===== src/rtl/button_debounce.sv =====
// Pushbutton conditioner: 2-flop synchroniser, tick-sampled stability filter,
// one-clk press/release pulses and optional auto-repeat, per button.
module button_debounce #(
  parameter int unsigned N            = 2,
  parameter int unsigned STABLE_COUNT = 4,
  parameter int unsigned REPEAT_EN    = 0,
  parameter int unsigned REPEAT_DELAY = 50,
  parameter int unsigned REPEAT_RATE  = 10
) (
  input  logic         clk,
  input  logic         rst,
  input  logic         sampleTick,
  input  logic [N-1:0] btnRaw,
  output logic [N-1:0] btnLevel,
  output logic [N-1:0] btnPress,
  output logic [N-1:0] btnRelease
);

  localparam int unsigned CW   = $clog2(STABLE_COUNT + 1);
  localparam int unsigned RMAX = (REPEAT_DELAY > REPEAT_RATE) ? REPEAT_DELAY : REPEAT_RATE;
  localparam int unsigned RW   = $clog2(RMAX + 1);

  localparam logic [CW-1:0] CNT_LAST   = CW'(STABLE_COUNT - 1);
  localparam logic [RW-1:0] DELAY_LAST = RW'(REPEAT_DELAY - 1);
  localparam logic [RW-1:0] RATE_LAST  = RW'(REPEAT_RATE - 1);

  typedef enum logic {
    STABLE  = 1'b0,
    PENDING = 1'b1
  } filt_state_e;

  logic [N-1:0] s1;
  logic [N-1:0] s2;

  filt_state_e  state_q [N];
  filt_state_e  state_d [N];
  logic [CW-1:0] cnt_q  [N];
  logic [CW-1:0] cnt_d  [N];
  logic [RW-1:0] rcnt_q [N];
  logic [RW-1:0] rcnt_d [N];

  logic [N-1:0] rep_q;
  logic [N-1:0] rep_d;
  logic [N-1:0] level_d;
  logic [N-1:0] press_d;
  logic [N-1:0] release_d;
  logic [N-1:0] accept;

  always_ff @(posedge clk or posedge rst) begin
    if (rst) begin
      s1         <= '0;
      s2         <= '0;
      btnLevel   <= '0;
      btnPress   <= '0;
      btnRelease <= '0;
      rep_q      <= '0;
      for (int unsigned i = 0; i < N; i++) begin
        state_q[i] <= STABLE;
        cnt_q[i]   <= '0;
        rcnt_q[i]  <= '0;
      end
    end else begin
      s1         <= btnRaw;
      s2         <= s1;
      btnLevel   <= level_d;
      btnPress   <= press_d;
      btnRelease <= release_d;
      rep_q      <= rep_d;
      for (int unsigned i = 0; i < N; i++) begin
        state_q[i] <= state_d[i];
        cnt_q[i]   <= cnt_d[i];
        rcnt_q[i]  <= rcnt_d[i];
      end
    end
  end

  always_comb begin
    level_d   = btnLevel;
    press_d   = '0;
    release_d = '0;
    rep_d     = rep_q;
    accept    = '0;
    for (int unsigned i = 0; i < N; i++) begin
      state_d[i] = state_q[i];
      cnt_d[i]   = cnt_q[i];
      rcnt_d[i]  = rcnt_q[i];
      if (sampleTick) begin
        if (s2[i] == btnLevel[i]) begin
          state_d[i] = STABLE;
          cnt_d[i]   = '0;
        end else if (cnt_q[i] == CNT_LAST) begin
          accept[i]    = 1'b1;
          level_d[i]   = s2[i];
          state_d[i]   = STABLE;
          cnt_d[i]     = '0;
          press_d[i]   = s2[i];
          release_d[i] = ~s2[i];
          rcnt_d[i]    = '0;
          rep_d[i]     = 1'b0;
        end else begin
          // count is always 0 while STABLE, so entering PENDING starts at 1
          state_d[i] = PENDING;
          cnt_d[i]   = (state_q[i] == PENDING) ? cnt_q[i] + 1'b1 : CW'(1);
        end

        // acceptance (press or release) takes priority over a due repeat
        if ((REPEAT_EN != 0) && btnLevel[i] && !accept[i]) begin
          if (rcnt_q[i] == (rep_q[i] ? RATE_LAST : DELAY_LAST)) begin
            press_d[i] = 1'b1;
            rcnt_d[i]  = '0;
            rep_d[i]   = 1'b1;
          end else begin
            rcnt_d[i] = rcnt_q[i] + 1'b1;
          end
        end
      end
    end
  end

endmodule

===== config.mk =====
export PLATFORM = sky130hd
export DESIGN_NAME = button_debounce
export DESIGN_NICKNAME = d
export VERILOG_FILES = /design/src/rtl/button_debounce.sv
export SDC_FILE = /design/constraint.sdc
export NUM_CORES = 1
export LEC_CHECK = 0
export ABC_CLOCK_PERIOD_IN_PS = 3650
export BUFFER_PORTS_ARGS = -buffer_cell sky130_fd_sc_hd__buf_2
export CAP_MARGIN = 20
export CORE_AREA = 10 10 51 53
export CTS_BUF_LIST = sky130_fd_sc_hd__clkbuf_2
export DETAILED_ROUTE_END_ITERATION = 6
export DIE_AREA = 0 0 61 63
export PLACE_DENSITY = 0.69
export SLEW_MARGIN = 20
export SYNTH_ARGS = -nofsm -noshare
export SYNTH_HDL_FRONTEND = slang
export SYNTH_SLANG_ARGS = --single-unit

===== constraint.sdc =====
create_clock -name clk -period 3.65 [get_ports clk]
set_input_delay 0.365 -clock clk [delete_from_list [all_inputs] [get_ports clk]]
set_output_delay 0.365 -clock clk [all_outputs]
set_load 0.1 [all_outputs]

==> results of run 1 <==
metrics by stage:
stage / power [uW] / util / hold slack (ns)
after global placement: 458.4 / 0.5182 / 0.3362
after floorplan: 423.0 / - / 0.3036
final: 548.8 / 0.5295 / 0.1075
after CTS: 553.1 / 0.5295 / 0.1261
after detailed placement: 466.7 / 0.5182 / 0.3358
after global routing: 584.2 / 0.5295 / 0.1135
power by group through the flow:
stage / clock network [uW] / registers, uW / logic (uW)
after floorplan: 0 / 335 / 87.8
after global placement: 0 / 271 / 187
after detailed placement: 0 / 275 / 192
after CTS: 87.1 / 271 / 195
after global routing: 96.1 / 278 / 210
final: 85.9 / 271 / 192
state kept, by name (all words and copies together), names as in the netlist:
register and cells:
s1 2, btnRelease 2, state_q 2, btnPress 2, btnLevel 2, cnt_q 6
s2 2
layer usage:
metal  up-vias  global-route usage  share of wire
li1        237                   -              -
met1       227              0.1051           0.47
met2        11              0.1084           0.46
met3         4             0.02846          0.051
met4         0             0.04945          0.020
met5         -                   0              0
kinds of logic after synthesis:
group	Yosys count	share of synthesized area
mux	2	0.02852
fa+ha+maj	6	0.09508
buf+inv	8	0.03962
compound gates	8	0.09825
flops	18	0.5705
simple gates	18	0.1458
xor+xnor	2	0.02219
how the worst max path moves through the flow:
stage,slack (ns),to,cells after the start
final,2.07,btnLevel[1],1
after global routing,1.99,btnLevel[1],1
after CTS,2.06,btnLevel[1],1
after detailed placement,2.25,cnt_q[3],4
after global placement,2.32,btnLevel[0],4
after floorplan,2.04,cnt_q[2],2
cell usage in the layout, fill, tap and decap left out:
cell type / instances
and2_1: 2
o41ai_2: 2
o32ai_1: 2
clkbuf_2: 3
inv_1: 7
nand2_1: 4
clkinv_1: 1
and4b_2: 2
xnor2_1: 2
mux2_2: 2
o22ai_1: 2
nor3b_1: 2
ha_1: 6
buf_2: 10
o31ai_1: 2
nand2b_1: 8
dfrtp_1: 18
layout make-up:
cell class / instances / area (um2)
Fill cell: 151 / 777.0
Inverter: 7 / 26.28
Multi-Input combinational cell: 36 / 307.8
Sequential cell: 18 / 450.4
Tap cell: 17 / 21.27
Timing Repair Buffer: 10 / 50.05
Clock buffer: 3 / 15.01
Clock inverter: 1 / 3.754
==> summary.md, run 1 <==
| Metric | Value |
|---|---|
| Final period util | `0.4336` |
| WP data required | `3.28 ns` |
| NumNets Final | `87` |
| DR pass1 iterations | `4` |
| Post-route insts no fill | `92` |
| Vias in the first global route | `513` |
| Detailed placement HPWL | `1010 um` |
| Initial DRC count | `3` |
| Worst hold path class | `in2async` |
| Largest net degree at the start of global routing | `19` |
| Core area | `1652 um2` |
| CP Launch Point | `btnLevel[1]` |
| GR Util All Layers | `0.08078` |
| Synth cell count leaders | `dfrtp_1 (18), nand2b_1 (8), inv_1 (7)` |
| Final Hold Fails | `0` |
| Clock skew | `0.01587 ns` |
| I/O Buffers | `10` |
| R2r setup slk | `2.22 ns` |
| CTS clock-pin slew for the worst setup and hold paths | `0.18 ns` |
| Crit-path max cell delay | `0.46 ns` |
| Status | `complete, no violations` |
| Pleak | `0.0004411 uW` |
| Share of layout cells above drive strength 1 | `0.2533` |
| Die ar. | `3843 um2` |
| Dpl cell area | `855.8 um2` |
| Worst-margin pin slew | `0.6630 ns` |
| Finished Cell Area | `874.6 um2` |
| CTS sink cnt | `18` |
| CTS Buffer Depth | `2` |
| Top-area cell type share of the netlist area | `0.5705` |
| WS Path Type | `reg2out` |
| Chip height | `63 um` |
| Worst path arrival time | `1.22 ns` |
| Clock share of power | `0.157` |
| Diode count | `0` |
| Async S/R FF share, synth | `1.000` |
| CTS root buffer | `clkbuf_2` |
| Switching Fraction | `0.4209` |
| Hold_buf cts | `0` |
| Final setup fails | `0` |
| Syn Inst Count | `62` |
| Seq/Total Area, Yosys | `0.5705` |
| Gate power share | `0.350` |
| Pwr Density | `627.5 nW/um2` |
| TritonCTS Buffers | `3` |
| Max stage delay cell, worst path | `buf_2` |
| Most frequent cell after synthesis | `dfrtp_1` |
| Final WS setup | `2.067 ns` |
| Pre-CTS setup slack | `2.251 ns` |
| Max-cap violations | `0` |
| Min Tclk post-route | `1.583 ns` |
| Reg2reg path depth | `4` |
| Initial antenna violation count | `0` |
| Post-CTS setup buffers | `0` |
| Max VDD drop | `294.6 uV` |
| Cell taking the most area after synthesis | `dfrtp_1` |
| Post-Syn Area | `789.5 um2` |
| Post-Route WL | `1345 um` |
| Drt wl/cell | `14.62 um` |
| Post-synth EDFFs | `0` |
| RSZ-0062 raised after global routing | `no` |
| CP Cell Sequence | `buf_2` |
| CTS H-tree lvls | `1` |
| Placed Instances | `88` |
| Synthesis-to-layout area growth | `10.78%` |
| ANT nets after route | `0` |
| Post-CTS Resized | `0` |
| Psw | `231.0 uW` |
| Highest clock frequency the design can meet | `631.8 MHz` |
| DR vias | `479` |
| Post-synthesis net count | `73` |
| Syn Area/Cell | `12.73 um2` |
| First-pass GRT wire length | `2346 um` |
| Skew-Pair Late Insertion Delay | `0.31 ns` |
| Cell Int Power | `317.8 uW` |
| Die Wd | `61 um` |
| Placer Congestion | `0.7554` |
| GR Overflow Total | `0` |
| Crit Path Max Fanout | `5` |
| Relative slew slack | `0.5575` |
| Post-synthesis cell type count | `15` |
| Type of destination of the critical path | `output port` |
| Post-DR vias/cell | `5.207` |
| Crit path launch type | `register` |
| Crit-path leading delay family | `buffers and inverters` |
| Synth Flop Type | `dfrtp_1` |
| Setup TNS | `0 ns` |
| Start of the worst register-to-register path | `cnt_q[3]` |
| Number of synthesis warnings | `0` |
| Initial Util | `0.4780` |
| Buffers and inverters on the worst path | `1` |
| Flop pwr share | `0.493` |
| DRC viols | `0` |
| Fin. max-slew vios | `0` |
| Reg-to-Reg End | `cnt_q[4]` |
| Top cells by area, synth | `dfrtp_1 (57%), ha_1 (9.5%), nand2b_1 (6.3%)` |
| IO Count | `11` |
| Yosys reg bits | `18` |
| Rows | `15` |
| TritonCTS clock tree | `built` |
Note: power is estimated with default switching activity, not from simulation.
==> inputs of run 2 (changes only) <==
ABC_AREA = 1   (was unset)
ABC_CLOCK_PERIOD_IN_PS = 1250   (was 3650)
PLACE_DENSITY = 0.72   (was 0.69)
clock period = 1.25 ns   (was 3.65 ns; I/O delays follow)
==> run 2 against run 1 <==
  * Core utilization rose by 8.1 points
  * Design area rose by 15%
  * Register-to-register slack got worse by 2.2 ns
  * Die area did not move
  * Power rose to 3.3 times the previous value
  * Via count rose by 23%
  * Hold slack improved by 0.012 ns
==> summary.md, run 2 <==
| Metric | Value |
|---|---|
| Vias in the first global route | `550 (+7.2%)` |
| Initial antenna violation count | `0 (unchanged)` |
| Skew-Pair Late Insertion Delay | `0.30 ns (about the same)` |
| Setup TNS | `0 ns (unchanged)` |
| Pre-CTS setup slack | `-0.06630 ns (-2.317 ns)` |
| Post-Syn Area | `798.3 um2 (+1.1%)` |
| RSZ-0062 raised after global routing | `yes` |
| CP Launch Point | `cnt_q[3]` |
| CTS Buffer Depth | `2 (unchanged)` |
| Crit Path Max Fanout | `3 (-2)` |
| Top-area cell type share of the netlist area | `0.5643 (-0.006260)` |
| Relative slew slack | `0.6779 (+0.1204)` |
| Pleak | `0.0005347 uW (+21%)` |
| Die ar. | `3843 um2 (unchanged)` |
| Max VDD drop | `721.9 uV (+150%)` |
| Fin. max-slew vios | `0 (unchanged)` |
| Crit path launch type | `register` |
| Buffers and inverters on the worst path | `0 (-1)` |
| Post-Route WL | `1407 um (+4.6%)` |
| Pwr Density | `1776 nW/um2 (+180%)` |
| Highest clock frequency the design can meet | `831.7 MHz` |
| FILL cells | `129 (-15%)` |
| Setup crit end | `cnt_q[5]` |
| Share of layout cells above drive strength 1 | `0.3208 (+0.06742)` |
| Drt wl/cell | `11.44 um (-22%)` |
| Most common cell after layout, fill and taps aside | `nand2_1` |
| Largest net degree at the start of global routing | `19 (unchanged)` |
| Crit-path max cell delay | `0.45 ns (about the same)` |
| Met1 wire length | `699 um (+11%)` |
| Worst path arrival time | `1.46 ns (+0.24 ns)` |
| Max-cap violations | `0 (unchanged)` |
| Worst hold path class | `in2reg` |
| Chip height | `63 um (unchanged)` |
| ANT nets after route | `0 (unchanged)` |
| Post-synthesis cell type count | `11 (-4)` |
| Number of synthesis warnings | `0 (unchanged)` |
| Initial Util | `0.4833 (+0.005303)` |
| NumNets Final | `118 (+36%)` |
| Rows | `15 (unchanged)` |
| IO Count | `11 (unchanged)` |
| Register with the most flip-flops | `cnt_q` |
| Top layer in use | `met4` |
| First-pass GRT wire length | `2311 um (-1.5%)` |
| Die Wd | `61 um (unchanged)` |
| Final setup fails | `0 (unchanged)` |
| TritonCTS clock tree | `built` |
| CTS clock-pin slew for the worst setup and hold paths | `0.16 ns (-0.02 ns)` |
| Synth cell count leaders | `nand2_1 (32), dfrtp_1 (18), inv_1 (12)` |
| Max reg flops | `6 (unchanged)` |
| Final Hold Fails | `0 (unchanged)` |
| DR pass1 iterations | `2 (-2)` |
| Seq/Total Area, Yosys | `0.5643 (-0.006260)` |
| Placer Congestion | `0.7621 (+0.89%)` |
| Initial DRC count | `5 (+2)` |
| DRC viols | `0 (unchanged)` |
| Final WS setup | `0.04768 ns (-2.020 ns)` |
| Most frequent cell after synthesis | `nand2_1` |
| Type of destination of the critical path | `register` |
| Reg2reg path depth | `5 (+1)` |
| R2r setup slk | `0.05 ns (-2.17 ns)` |
| Top cells by area, synth | `dfrtp_1 (56%), nand2_1 (15%), ha_1 (9.4%)` |
| Min Tclk post-route | `1.202 ns` |
| Post-synth EDFFs | `0 (unchanged)` |
| Syn Area/Cell | `9.282 um2 (-27%)` |
| Post-DR vias/cell | `4.780 (-8.2%)` |
| Synth Flop Type | `dfrtp_1` |
| WS Path Type | `reg2reg` |
| WL met2 | `568 um (-7.9%)` |
| Tot Pwr | `1791 uW (+230%)` |
| CTS sink cnt | `18 (unchanged)` |
| Async S/R FF share, synth | `1.000 (unchanged)` |
| WP data required | `1.51 ns (-1.77 ns)` |
| CTS H-tree lvls | `1 (unchanged)` |
| Metal3 WL | `97 um (+43%)` |
| Max stage delay cell, worst path | `dfrtp_1` |
| Most frequent cells in the layout | `nand2_1 (32), dfrtp_1 (16), inv_1 (12)` |
| Reg-to-Reg End | `cnt_q[5]` |
| Worst-margin pin slew | `0.4865 ns (-0.1766 ns)` |
| Core area | `1652 um2 (unchanged)` |
| Crit. path cell count | `5 (+4)` |
| Start of the worst register-to-register path | `cnt_q[3]` |
| DR vias | `588 (+23%)` |
| Synthesis-to-layout area growth | `26.33%` |
| GR Util All Layers | `0.07759 (-0.003198)` |
| Status | `complete, no violations` |
| I/O Buffers | `10 (unchanged)` |
| Yosys reg bits | `18 (unchanged)` |
| Syn Inst Count | `86 (+39%)` |
| Final period util | `0.9619` |
| Diode count | `0 (unchanged)` |
| Detailed placement HPWL | `997.3 um (-1.2%)` |
| CP Cell Sequence | `ha_4 > ha_4 > nor3b_2 > nand2_1 > nand2_1` |
| Clock skew | `0.001062 ns (-0.01481 ns)` |
| Post-synthesis net count | `97 (+33%)` |
| Cell taking the most area after synthesis | `dfrtp_1` |
| CTS root buffer | `clkbuf_2` |
| Crit-path leading delay family | `flip-flops` |
| GR Overflow Total | `0 (unchanged)` |
| TritonCTS Buffers | `3 (unchanged)` |
[run 2: how the worst min path moves through the flow]
| stage | from | to | slack [ns] | cells past startpoint |
|---|---|---|---|---|
| floorplan | rst | btnPress[0] | 0.06 | 1 |
| global placement | rst | s1[1] | 0.15 | 3 |
| detailed placement | rst | s1[1] | 0.15 | 3 |
| CTS | sampleTick | btnPress[1] | 0.1 | 3 |
| global route | sampleTick | btnPress[1] | 0.1 | 3 |
| finish | sampleTick | btnPress[1] | 0.12 | 3 |
[run 2: kinds of logic (layout without fill, tap and decap cells)]
family / after synthesis / in the layout / share of synthesized area
buffers and inverters: 12 / 32 / 0.05642
AOI/OAI and AO/OA: 4 / 4 / 0.03449
adders and majority gates: 6 / 6 / 0.09404
DFF: 18 / 18 / 0.5643
and+or+nand+nor: 46 / 46 / 0.2508
[run 2: worst register-to-register path, stage by stage (launching register included)]
cell and delay [ns]:
dfrtp_1 0.45, ha_4 0.19, ha_4 0.21, nor3b_2 0.18, nand2_1 0.07, nand2_1 0.06
[run 2: final cells by class]
type / instances / area [um2] / share of cell area
sequential: 18 / 452.9 / 0.4491
multi-input combinational: 56 / 357.8 / 0.3548
timing repair buffer: 16 / 112.6 / 0.1117
inverter: 12 / 45.04 / 0.04466
tap: 17 / 21.27 / 0.02109
clock buffer: 3 / 15.01 / 0.01489
clock inverter: 1 / 3.754 / 0.003722
[run 2: per-stage QoR]
stage               cells  hold slack [ns]    util  cell area [um2]
detailed placement    115           0.1482  0.5371            887.1
global placement      115           0.1473  0.5371            887.1
global route          123          0.09981  0.6106             1008
CTS                   122          0.09981  0.5788            955.9
finish                123           0.1195  0.6106             1008
floorplan              86          0.06343       -            800.8
[run 2: timing repair]
item	CTS	global route
setup buffers	0	1
endpoints found under the hold margin	20	0
endpoints found under the setup margin	5	8
hold buffers	3	0
gates resized for setup	6	7
pin swaps	0	4
[run 2: layer usage]
layer	track usage	vias to the layer above
met4	0.05495	0
met3	0.02846	5
met5	0	-
li1	-	304
met1	0.09187	265
met2	0.1097	14
[run 2: report_power, final]
group          switching [uW]  total (uW)  internal (uW)
sequential                105         802            697
clock                     176         246           69.5
combinational             480         743            263
total                     762        1790           1030
==> inputs of run 3 (changes only) <==
CELL_PAD_IN_SITES_DETAIL_PLACEMENT = 0   (was unset)
CELL_PAD_IN_SITES_GLOBAL_PLACEMENT = 1   (was unset)
CORE_AREA = 10 10 57 59   (was 10 10 51 53)
DIE_AREA = 0 0 67 69   (was 0 0 61 63)
PLACE_DENSITY = unset   (was 0.72)
PLACE_DENSITY_LB_ADDON = 0.1   (was unset)
==> run 3 against run 2 <==
  * Sequential power hardly changed
  * Critical path type is now reg2out
  * Core utilization is 13 points lower
  * Routed wire length is 3.0% higher
  * Cell count is 8.1% higher
  * Worst setup slack better by 0.0069 ns
  * Critical endpoint is now btnRelease[0]
  * Hold slack better by 0.0051 ns
  * Non-clock buffer count stayed put
  * Global-route usage is 0.94 points lower
  * Via count is 2.7% lower
  * Count of clock-buffer cells in the layout stayed put
==> summary.md, run 3 (synthesized netlist as in run 2, its figures left out) <==
| Metric | Value |
|---|---|
| Status | `complete, no violations` |
| Type of destination of the critical path | `output port` |
| Hold path start | `sampleTick` |
| Register area | `452.9 um2 (unchanged)` |
| Final setup fails | `0 (unchanged)` |
| Pleak | `0.0005467 uW (+2.2%)` |
| Dpl cell area | `938.4 um2 (+5.8%)` |
| Skew-Pair Late Insertion Delay | `0.30 ns (about the same)` |
| Clock skew | `0.0006465 ns (-0.0004159 ns)` |
| Diode count | `0 (unchanged)` |
| NumNets Final | `118 (unchanged)` |
| DR vias | `572 (-2.7%)` |
| GR Util All Layers | `0.06816 (-0.009426)` |
| CP Cell Sequence | `buf_2` |
| Min Tclk post-route | `1.195 ns (-0.006865 ns)` |
| Register with the most flip-flops | `cnt_q` |
| Post-DR vias/cell | `4.301 (-10%)` |
| Start of the worst register-to-register path | `cnt_q[0]` |
| Core area | `2148 um2 (+30%)` |
| Setup TNS | `0 ns (unchanged)` |
| Share of layout cells above drive strength 1 | `0.3238 (+0.003055)` |
| Finished Cell Area | `1039 um2 (+3.0%)` |
| Max VDD drop | `1182 uV (+64%)` |
| Final period util | `0.9564 (-0.005492)` |
| Final Hold Fails | `0 (unchanged)` |
| CTS H-tree lvls | `1 (unchanged)` |
| Post-Route WL | `1449 um (+3.0%)` |
| Largest net degree at the start of global routing | `19 (unchanged)` |
| Multi-input gate area | `357.8 um2 (unchanged)` |
| CTS clock-pin slew for the worst setup and hold paths | `0.17 ns (about the same)` |
| Crit Path Max Fanout | `1 (-2)` |
| Initial antenna violation count | `0 (unchanged)` |
| Drt wl/cell | `10.89 um (-4.8%)` |
| WS Path Type | `reg2out` |
| RSZ-0062 raised after global routing | `no` |
| Detailed placement HPWL | `1044 um (+4.6%)` |
| Die Wd | `67 um (+9.8%)` |
| Synthesis-to-layout area growth | `30.09%` |
| Initial Util | `0.3716 (-0.1118)` |
| Crit path launch type | `register` |
| Chip height | `69 um (+9.5%)` |
| Crit-path leading delay family | `buffers and inverters` |
| IO Count | `11 (unchanged)` |
| Buffers and inverters on the worst path | `1 (+1)` |
| CP Launch Point | `btnRelease[0]` |
| First-pass GRT wire length | `2580 um (+12%)` |
| Max-cap violations | `0 (unchanged)` |
| CTS root buffer | `clkbuf_2` |
| Most common cell after layout, fill and taps aside | `nand2_1` |
| Pwr Density | `1790 nW/um2 (+0.75%)` |
| TritonCTS Buffers | `3 (unchanged)` |
| WP data required | `1.12 ns (-0.39 ns)` |
| GR Overflow Total | `0 (unchanged)` |
| I/O Buffers | `10 (unchanged)` |
| Die ar. | `4623 um2 (+20%)` |
| Max stage delay cell, worst path | `buf_2` |
| Fin. max-slew vios | `0 (unchanged)` |
| Worst hold path class | `in2reg` |
| Vias in the first global route | `609 (+11%)` |
| Most frequent cells in the layout | `nand2_1 (32), dfrtp_1 (16), inv_1 (12)` |
| Highest clock frequency the design can meet | `836.5 MHz (+0.57%)` |
| Worst-margin pin slew | `0.4874 ns (+0.0009577 ns)` |
| Rows | `17 (+2)` |
| Initial DRC count | `16 (+11)` |
| Worst path arrival time | `1.07 ns (-0.39 ns)` |
| DR pass1 iterations | `5 (+3)` |
| Crit-path max cell delay | `0.42 ns (-0.03 ns)` |
| CTS sink cnt | `18 (unchanged)` |
| ANT nets after route | `0 (unchanged)` |
| FILL cells | `218 (+69%)` |
| TritonCTS clock tree | `built` |
| Final core occ | `0.4834 (-0.1272)` |
| Relative slew slack | `0.6773 (about the same)` |
| CTS Buffer Depth | `2 (unchanged)` |
| Max reg flops | `6 (unchanged)` |
| Placer Congestion | `0.7219 (-5.3%)` |
| DRC viols | `0 (unchanged)` |
## run 3: worst paths after layout
check	endpoint	slack, ns	cells past startpoint
max reg2reg	btnLevel[1]	0.07	4
max in group asynchronous	btnLevel[1]	0.69	4
max	btnRelease[0]	0.05	1
min in group asynchronous	cnt_q[5]	0.35	4
min reg2reg	s2[1]	0.37	0
min	btnPress[0]	0.12	3
## run 3: area by class of cell
class,instances,share of cell area
Tap cell,28,0.03373
Sequential cell,18,0.4361
Clock buffer,3,0.01446
Multi-Input combinational cell,56,0.3446
Timing Repair Buffer,16,0.1277
Inverter,12,0.04337
## run 3: power by group
part	leakage (uW)	switching [uW]	total (uW)	internal, uW
registers	0.000226	103	800	697
logic	0.000308	481	814	333
clock network	0.0000125	179	244	65.4
total	0.000547	763	1860	1100
## run 3: what timing repair did
item                       in CTS  in global routing
hold endpoints to repair       20                  0
pin swaps                       0                  1
resized for setup               3                  6
hold buffers                    3                  0
setup endpoints to repair       3                  7
setup buffers                   0                  0
## run 3: layer usage
layer | vias to the layer above | share of wire | track usage
li1 | 303 | - | -
met1 | 256 | 0.51 | 0.08598
met2 | 13 | 0.42 | 0.09623
met3 | 0 | 0.068 | 0.02738
met4 | 0 | 0 | 0.03394
met5 | - | 0 | 0
## run 3: metrics by stage
step	instances	setup WS [ns]	power, uW	hold slack, ns
global placement	127	0.006005	1579	0.1532
finish	133	0.05454	1859	0.1246
global route	133	0.001595	2007	0.1480
floorplan	86	0.06462	1307	0.06343
detailed placement	127	0.003580	1586	0.1629
CTS	133	-0.004802	1842	0.1249
